===== config.mk =====
export PLATFORM = sky130hd
export DESIGN_NAME = uart_rx_framer
export DESIGN_NICKNAME = d
export VERILOG_FILES = /design/src/rtl/uart_defs.sv /design/src/rtl/uart_baud_tick.sv /design/src/rtl/uart_rx_framer.sv
export SDC_FILE = /design/constraint.sdc
export NUM_CORES = 1
export LEC_CHECK = 0
export CAP_MARGIN = 20
export CELL_PAD_IN_SITES_DETAIL_PLACEMENT = 1
export CELL_PAD_IN_SITES_GLOBAL_PLACEMENT = 1
export CORE_AREA = 2 2 77 79
export CTS_CLUSTER_DIAMETER = 50
export DETAILED_ROUTE_END_ITERATION = 10
export DIE_AREA = 0 0 79 81
export GPL_TIMING_DRIVEN = 0
export MAX_ROUTING_LAYER = met4
export PLACE_DENSITY_LB_ADDON = 0.1
export SETUP_SLACK_MARGIN = 0.15
export SYNTH_ARGS = -nofsm -noshare
export SYNTH_HDL_FRONTEND = slang
export SYNTH_SLANG_ARGS = --single-unit

===== constraint.sdc =====
create_clock -name clk -period 2 [get_ports clk]
set_input_delay 0.3 -clock clk [delete_from_list [all_inputs] [get_ports clk]]
set_output_delay 0.3 -clock clk [all_outputs]
set_load 0.02 [all_outputs]

===== src/rtl/uart_defs.sv =====
// Shared UART definitions: frame widths, receiver FSM state encodings and the
// baud divider calculation used by both receive and transmit paths.
package uart_defs;

  localparam int FRAME_W = 9;
  localparam int DATA_W  = 8;

  localparam logic [2:0] ST_IDLE   = 3'd0;
  localparam logic [2:0] ST_START  = 3'd1;
  localparam logic [2:0] ST_DATA   = 3'd2;
  localparam logic [2:0] ST_PARITY = 3'd3;
  localparam logic [2:0] ST_STOP   = 3'd4;
  localparam logic [2:0] ST_BREAK  = 3'd5;

  // Clocks per oversample tick, rounded to nearest.
  function automatic int calc_div(input int clk_hz, input int baud, input int os);
    return (clk_hz + (baud * os) / 2) / (baud * os);
  endfunction

endpackage


===== src/rtl/uart_baud_tick.sv =====
// Free-running oversample tick generator: one-cycle pulse every DIV clocks.
module uart_baud_tick
  import uart_defs::*;
#(
  parameter int CLK_HZ     = 100_000_000,
  parameter int BAUD       = 115_200,
  parameter int OVERSAMPLE = 16
) (
  input  logic clk,
  input  logic rst,
  output logic tick
);

  localparam int DIV_RAW = calc_div(CLK_HZ, BAUD, OVERSAMPLE);
  localparam int DIV     = (DIV_RAW < 1) ? 1 : DIV_RAW;
  localparam int CW      = (DIV > 1) ? $clog2(DIV) : 1;
  localparam logic [CW-1:0] LAST = CW'(DIV - 1);

  logic [CW-1:0] cnt_q, cnt_d;

  // With DIV==1 the counter sits at zero and tick is permanently high.
  assign tick = (cnt_q == LAST);

  always_comb begin
    cnt_d = tick ? '0 : cnt_q + 1'b1;
  end

  always_ff @(posedge clk) begin
    if (!rst) cnt_q <= '0;
    else      cnt_q <= cnt_d;
  end

endmodule


===== src/rtl/uart_rx_framer.sv =====
// UART receiver: 16x oversampled, mid-bit sampled 8 data + 1 parity bit frames
// with parity and framing error reporting. state_dbg exposes the FSM state.
module uart_rx_framer
  import uart_defs::*;
#(
  parameter int CLK_HZ     = 100_000_000,
  parameter int BAUD       = 115_200,
  parameter int OVERSAMPLE = 16,
  parameter bit PARITY_ODD = 1'b0
) (
  input  logic                 clk,
  input  logic                 rst,
  input  logic                 rx,
  output logic [FRAME_W-1:0]   frame,
  output logic                 frame_valid,
  output logic                 parity_err,
  output logic                 framing_err,
  output logic                 busy,
  output logic [2:0]           state_dbg
);

  localparam int TW = $clog2(OVERSAMPLE);
  localparam logic [TW-1:0] T_HALF = TW'(OVERSAMPLE / 2 - 1);
  localparam logic [TW-1:0] T_FULL = TW'(OVERSAMPLE - 1);

  logic                tick;
  logic                sync1_q, sync2_q;
  logic                rxs;
  logic [2:0]          state_q, state_d;
  logic [TW-1:0]       tcnt_q, tcnt_d;
  logic [2:0]          bcnt_q, bcnt_d;
  logic [FRAME_W-1:0]  shift_q, shift_d;
  logic [FRAME_W-1:0]  frame_q, frame_d;
  logic                fv_q, fv_d;
  logic                perr_q, perr_d;
  logic                ferr_q, ferr_d;
  logic                busy_q, busy_d;

  uart_baud_tick #(
    .CLK_HZ     (CLK_HZ),
    .BAUD       (BAUD),
    .OVERSAMPLE (OVERSAMPLE)
  ) u_tick (
    .clk  (clk),
    .rst  (rst),
    .tick (tick)
  );

  assign rxs = sync2_q;

  always_comb begin
    state_d = state_q;
    tcnt_d  = tcnt_q;
    bcnt_d  = bcnt_q;
    shift_d = shift_q;
    frame_d = frame_q;
    busy_d  = busy_q;
    fv_d    = 1'b0;
    perr_d  = 1'b0;
    ferr_d  = 1'b0;
    case (state_q)
      ST_IDLE: begin
        if (!rxs) begin
          state_d = ST_START;
          tcnt_d  = '0;
        end
      end
      ST_START: begin
        if (tick) begin
          if (tcnt_q == T_HALF) begin
            // Still low at mid start bit: a real start, otherwise a glitch.
            if (!rxs) begin
              state_d = ST_DATA;
              tcnt_d  = '0;
              bcnt_d  = '0;
              busy_d  = 1'b1;
            end else begin
              state_d = ST_IDLE;
            end
          end else begin
            tcnt_d = tcnt_q + 1'b1;
          end
        end
      end
      ST_DATA: begin
        if (tick) begin
          if (tcnt_q == T_FULL) begin
            shift_d[bcnt_q] = rxs;
            bcnt_d          = bcnt_q + 1'b1;
            tcnt_d          = '0;
            if (bcnt_q == 3'd7) state_d = ST_PARITY;
          end else begin
            tcnt_d = tcnt_q + 1'b1;
          end
        end
      end
      ST_PARITY: begin
        if (tick) begin
          if (tcnt_q == T_FULL) begin
            shift_d[FRAME_W-1] = rxs;
            tcnt_d             = '0;
            state_d            = ST_STOP;
          end else begin
            tcnt_d = tcnt_q + 1'b1;
          end
        end
      end
      ST_STOP: begin
        if (tick) begin
          if (tcnt_q == T_FULL) begin
            tcnt_d = '0;
            busy_d = 1'b0;
            if (rxs) begin
              frame_d = shift_q;
              fv_d    = 1'b1;
              perr_d  = (^shift_q) ^ PARITY_ODD;
              state_d = ST_IDLE;
            end else begin
              ferr_d  = 1'b1;
              state_d = ST_BREAK;
            end
          end else begin
            tcnt_d = tcnt_q + 1'b1;
          end
        end
      end
      ST_BREAK: begin
        // A held-low line must go high before another start is looked for.
        if (rxs) state_d = ST_IDLE;
      end
      default: state_d = ST_IDLE;
    endcase
  end

  always_ff @(posedge clk) begin
    if (!rst) begin
      sync1_q <= 1'b1;
      sync2_q <= 1'b1;
      state_q <= ST_IDLE;
      tcnt_q  <= '0;
      bcnt_q  <= '0;
      shift_q <= '0;
      frame_q <= '0;
      fv_q    <= 1'b0;
      perr_q  <= 1'b0;
      ferr_q  <= 1'b0;
      busy_q  <= 1'b0;
    end else begin
      sync1_q <= rx;
      sync2_q <= sync1_q;
      state_q <= state_d;
      tcnt_q  <= tcnt_d;
      bcnt_q  <= bcnt_d;
      shift_q <= shift_d;
      frame_q <= frame_d;
      fv_q    <= fv_d;
      perr_q  <= perr_d;
      ferr_q  <= ferr_d;
      busy_q  <= busy_d;
    end
  end

  assign frame       = frame_q;
  assign frame_valid = fv_q;
  assign parity_err  = perr_q;
  assign framing_err = ferr_q;
  assign busy        = busy_q;
  assign state_dbg   = state_q;

endmodule


-- After elaboration in Yosys (flattened, before gate mapping)
Cells that the tools add are included.
- register bits: 40
- input port bits: 3
- word-level logic and storage cells: 101
- add/sub/neg operators: 3
- $lt $le $gt $ge: 2
- equality and inequality tests: 22
- multiplexer cells: 42
- bitwise logic cells: 1
- reductions and logical operators: 18
- operators with widths (operator ; number):
    $mux 3 ; 17
    $mux 4 ; 5
    $mux 9 ; 2
    $pmux 3 s6 ; 1
    $ne 2x2->1 const B ; 8
    $pmux 4 s3 ; 1
    $reduce_and 6->1 ; 2
    $reduce_and 11->1 ; 1
    $mux 1 ; 10
    $ne 2x1->1 const B ; 5
    $reduce_and 5->1 ; 2
    $bwmux 9 ; 1
    $eq 3x3->1 const B ; 3
    $reduce_xor 9->1 ; 1
    $reduce_and 4->1 ; 2
    $add 6x1->6 const B ; 1
    $eq 3x2->1 const B ; 2
    $eq 6x6->1 const B ; 1
    $pmux 3 s2 ; 1
    $reduce_and 3->1 ; 2
    $reduce_bool 2->1 ; 3
    $lt 3x5->1 const B ; 1
    $add 4x1->4 const B ; 1
    $eq 4x3->1 const B ; 1
    13 further kinds ; 14

-- Depth between registers and ports, before layout
Gate-level depths: netlist (run 1).
- depth in word-level cells: 8
- gate-level depth with buffers: 7

-- Cells and area by module
From an unflattened synthesis (run 1), not the netlist that was laid out.
- cells, all modules: 230
- area, all modules: 2080.7 sq um
- modules (own cells, without submodules) (module ; times used ; cells each ; area an instance (sq um)):
    uart_rx_framer ; 1 ; 200 ; 1818.0
    uart_baud_tick ; 1 ; 30 ; 262.8

-- Least setup slack after synthesis (run 1)
No wires, ideal clock.
- kind: reg-to-reg
- start: reg state_q[1], in the netlist state_dbg[1]
- end: reg shift_q[3]
- arrival time: 1889 ps
- path slack: -5 ps
- cell stages (with the launch flop): 7
- buffers on the path: 1
- clock period less this slack: 2005 ps
- cell sequence: dfxtp_1 buf_4 or3b_4 or4_4 nor3b_2 mux2i_1 nor2b_1
- cells in the longest elaborated chain, start to end: 2
- RTL lines (what ; RTL line ; text):
    start, declared ; uart_rx_framer.sv:29 ; logic [2:0] state_q, state_d;
    start signal, assigned ; uart_rx_framer.sv:151 ; state_q <= state_d;
    $eq 3x2->1 ; uart_rx_framer.sv:61 ; case (state_q)
    $reduce_and 3->1 (no source line) ; - ;
    end signal, assigned ; uart_rx_framer.sv:154 ; shift_q <= shift_d;
    end, declared ; uart_rx_framer.sv:32 ; logic [FRAME_W-1:0] shift_q, shift_d;
Every way passes these cells.
A chain may end at the register's enable or synchronous reset.

-- Final worst setup path (run 1)
- start: reg state_q[1], in the netlist state_dbg[1]
- end: reg shift_q[5]
The elaborated chain is that of the path after synthesis.

==> summary.md, run 1 <==
| Metric | Value |
|---|---|
| Row Count | 28 |
| CP max stage cell | or4_4 |
| # diodes | 0 |
| Cell area after layout | 2710 um2 |
| Failing checks | setup timing |
| Status | finished, violations left |
| Die width | 79 um |
| Routed WL per cell | 15.7 um |
| Port bufs | 18 |
| Worst R2R Start | state_dbg[1] |
| Reg clk slew, reported paths | 0.08 ns |
| Clock latency on the worst-skew pair | ~0.30 ns |
| Mean area per synthesized cell | 8.62 um2 |
| Setup_tns | -0.0179 ns |
| Initial antenna violation count | 0 |
| Hold path endpoint | rxs |
| Area growth syn-to-layout | 28.2% |
| Core Region | 5680 um2 |
| Initial DRC Count | just over 50 |
| GPL Wtd Cong | ~0.85 |
| Commonest register cell after synthesis | dfxtp_1 |
| Detailed placement HPWL | 3950 um |
| Worst R2R Path Depth | 6 |
| Fin crit share | 1.01 |
| Met2 usage | 0.331 |
| Critical Path RT | roughly 2.2 ns |
| Reg2reg setup slack | -0.02 ns |
| Largest net degree at the start of global routing | 13 |
| Fmax | 0.496 GHz |
| Drt total wl | approximately 5600 um |
| Initial DRT Pass Iterations | 4 |
| Setup violations, final | 1 |
| Max-Cap Viols | 0 |
| Count leader, synth | dfxtp_1 |
| Vert. Die Dim | 81 um |
| Global route hottest layer | met2 |
| Total Routing Usage GR | 0.189 |
| Sequential share of the synthesized area | 0.379 |
| Final net count | 288 |
| Measured slew at the worst slew-check pin | 0.562 ns |
| Synth area leaders | dfxtp_1, mux2i_1, xnor2_1 |
| Number of synthesized register bits | 40 |
| Crit path cell chain | buf_6, or3b_4, or4_4, nor3b_2, mux2i_1, nor2b_1 |
| Ports | 19 |
| Pwr per Cell Area | 690 nW/um2 |
| Net Count, Synth | 253 |
| M1 GR Usage | 0.218 |
| Setup ws final | -0.0179 ns |
| CP max FO | 4 |
| Synth warn | 0 |
| Final Slew Violations | 0 |
| Met3 GRT Util | 0.0278 |
| Vias per cell | 5.23 |
| Final ANT Viol Nets | 0 |
| TritonCTS clock tree | built |
| Post-Syn Instances | 245 |
| Share of cells above drive strength 1 | 0.217 |
| Top-area cell type share of the netlist area | 0.379 |
| Setup crit end kind | flip-flop |
| Final Skew | 0.00835 ns |
| CTS Buffer Depth | 2 |
| Clk root buf | clkbuf_8 |
| Synthesized area | 2110 um2 |
| Peak VDD IR | 0.268 mV |
| Min-Delay Path Class | reg2reg |
| Num Clock Sinks | 40 |
| Slew HR | 0.622 |
| Async set-reset flop share out of synthesis | 0 |
| Hold Fails Final Rpt | 0 |
| Critical Path AT | 2.21 ns |
| Number of remaining DRC errors | 0 |
| WS Path Type | reg2reg |
| Starting Density | 0.372 |
| Worst hold stages | 1 |
| Post-synth EDFFs | 0 |
| Htree depth | 2 |
| Congestion Overflow GR | 0 |
| Placed cell area | between 2000 and 2500 um2 |
| DR vias | approximately 1900 |
| Vias in the first global route | 1831 |
| Most frequent cells after synthesis | dfxtp_1, nand2_1, nand3_1 |
| Crit start category | flip-flop |
| Post-CTS Hold Buffers | 0 |
| Count of different cell masters after synthesis | 45 |
| DIE AREA | ~6400 um2 |
| First-pass GRT wire length | ~9000 um |
| Total clock buffers created by CTS | 5 |
| Hold Startpoint | sync1_q |
| CP max stage delay | 0.59 ns |
| Min Clock Period, post-route | 2.02 ns |
| RR Endpoint | shift_q[5] |
| RSZ-0062 raised after global routing | yes |
| Synth area leader | dfxtp_1 |
| Leak | 0.000983 uW |
==> power by group <==
part / switching [uW] / internal [uW]
clock: 298 / 390
sequential: 19.9 / 815
combinational: 196 / 148
total: 514 / 1350
==> worst max-delay path, delay by kind of cell, from the launching register on <==
kind	cells	cell delay [ns]
simple gates	4	1.28
mux	1	0.20
buf+inv	1	0.09
flops	1	0.36
==> routing by layer <==
metal / share of wire / vias to the layer above
met5: 0 / -
met4: 0.014 / 0
met3: 0.017 / 8
met2: 0.53 / 18
met1: 0.44 / 907
li1: - / 928
==> sequential cells by signal (all words and copies together), names as in the netlist <==
signal        flops
frame             9
shift_q           9
u_tick.cnt_q      6
tcnt_q            4
bcnt_q            3
state_dbg         3
busy              1
frame_valid       1
framing_err       1
parity_err        1
rxs               1
sync1_q           1
==> metrics by stage <==
stage	worst slack, ns	power (uW)	cells	hold slack (ns)	util
after floorplan	0.108	1080	245	0.386	-
after global placement	-0.187	1160	338	0.391	0.423
after detailed placement	-0.196	1160	338	0.393	0.423
after CTS	0.0642	1880	353	0.413	0.464
after global routing	-0.0890	1960	356	0.444	0.477
final	-0.0179	1870	356	0.410	0.477
==> worst max-delay path by stage <==
stage,from,end,slack [ns]
after floorplan,state_dbg[1],shift_q[5],0.11
after global placement,rst,bcnt_q[1],-0.19
after detailed placement,rst,bcnt_q[1],-0.20
after CTS,state_dbg[1],shift_q[3],0.06
after global routing,state_dbg[1],shift_q[3],-0.09
final,state_dbg[1],shift_q[5],-0.02
==> logic make-up after synthesis <==
family                     Yosys count  synth area share
buffers and inverters               23            0.0474
xor gates and xnor gates            16            0.0664
AOI/OAI and AO/OA                   41             0.135
and+or+nand+nor                    107             0.280
adders and majority gates            5            0.0296
muxes                               13            0.0616
DFF                                 40             0.379
==> cells in the final DEF, fill, tap and decap left out, types with 7 or more instances in the layout <==
cell type and count:
clkdlybuf4s50_1 18, a21boi_1 7, nor2b_1 10, nor2_1 11, buf_4 11, dfxtp_1 34, nand3_1 16, a21oi_1 7
nand2_1 26, clkbuf_8 7, xnor2_1 13, mux2i_1 13
==> what timing repair did <==
action	4_1_cts	5_1_grt
pin swaps	6	6
gates cloned	0	1
endpoints found under the setup margin	27	28
gates resized for setup	19	29
buffers inserted	7	2
==> area by class of cell <==
| type | instances | area [um2] |
|---|---|---|
| inverter | 4 | 15.0 |
| buffer | 19 | 101 |
| tap | 75 | 93.8 |
| fill | 681 | 2970 |
| clock buffer | 8 | 121 |
| multi-input combinational | 182 | 1300 |
| sequential | 40 | 816 |
| timing repair buffer | 28 | 259 |
Note: power is estimated with default switching activity, not from simulation.
==> inputs of run 2 (changes only) <==
--- a/config.mk
+++ b/config.mk
@@ -16,6 +16,7 @@
 export MAX_ROUTING_LAYER = met4
 export PLACE_DENSITY_LB_ADDON = 0.1
 export SETUP_SLACK_MARGIN = 0.15
+export SKIP_LAST_GASP = 1
 export SYNTH_ARGS = -nofsm -noshare
 export SYNTH_HDL_FRONTEND = slang
 export SYNTH_SLANG_ARGS = --single-unit
==> results of run 2 <==
The final DEF is identical to that of run 1; final timing and power are the same.
==> inputs of run 3 (changes only) <==
--- a/config.mk
+++ b/config.mk
@@ -5,7 +5,6 @@
 export SDC_FILE = /design/constraint.sdc
 export NUM_CORES = 1
 export LEC_CHECK = 0
-export CAP_MARGIN = 20
 export CELL_PAD_IN_SITES_DETAIL_PLACEMENT = 1
 export CELL_PAD_IN_SITES_GLOBAL_PLACEMENT = 1
 export CORE_AREA = 2 2 77 79
==> results of run 3 <==
The final DEF is identical to that of run 1; final timing and power are the same.
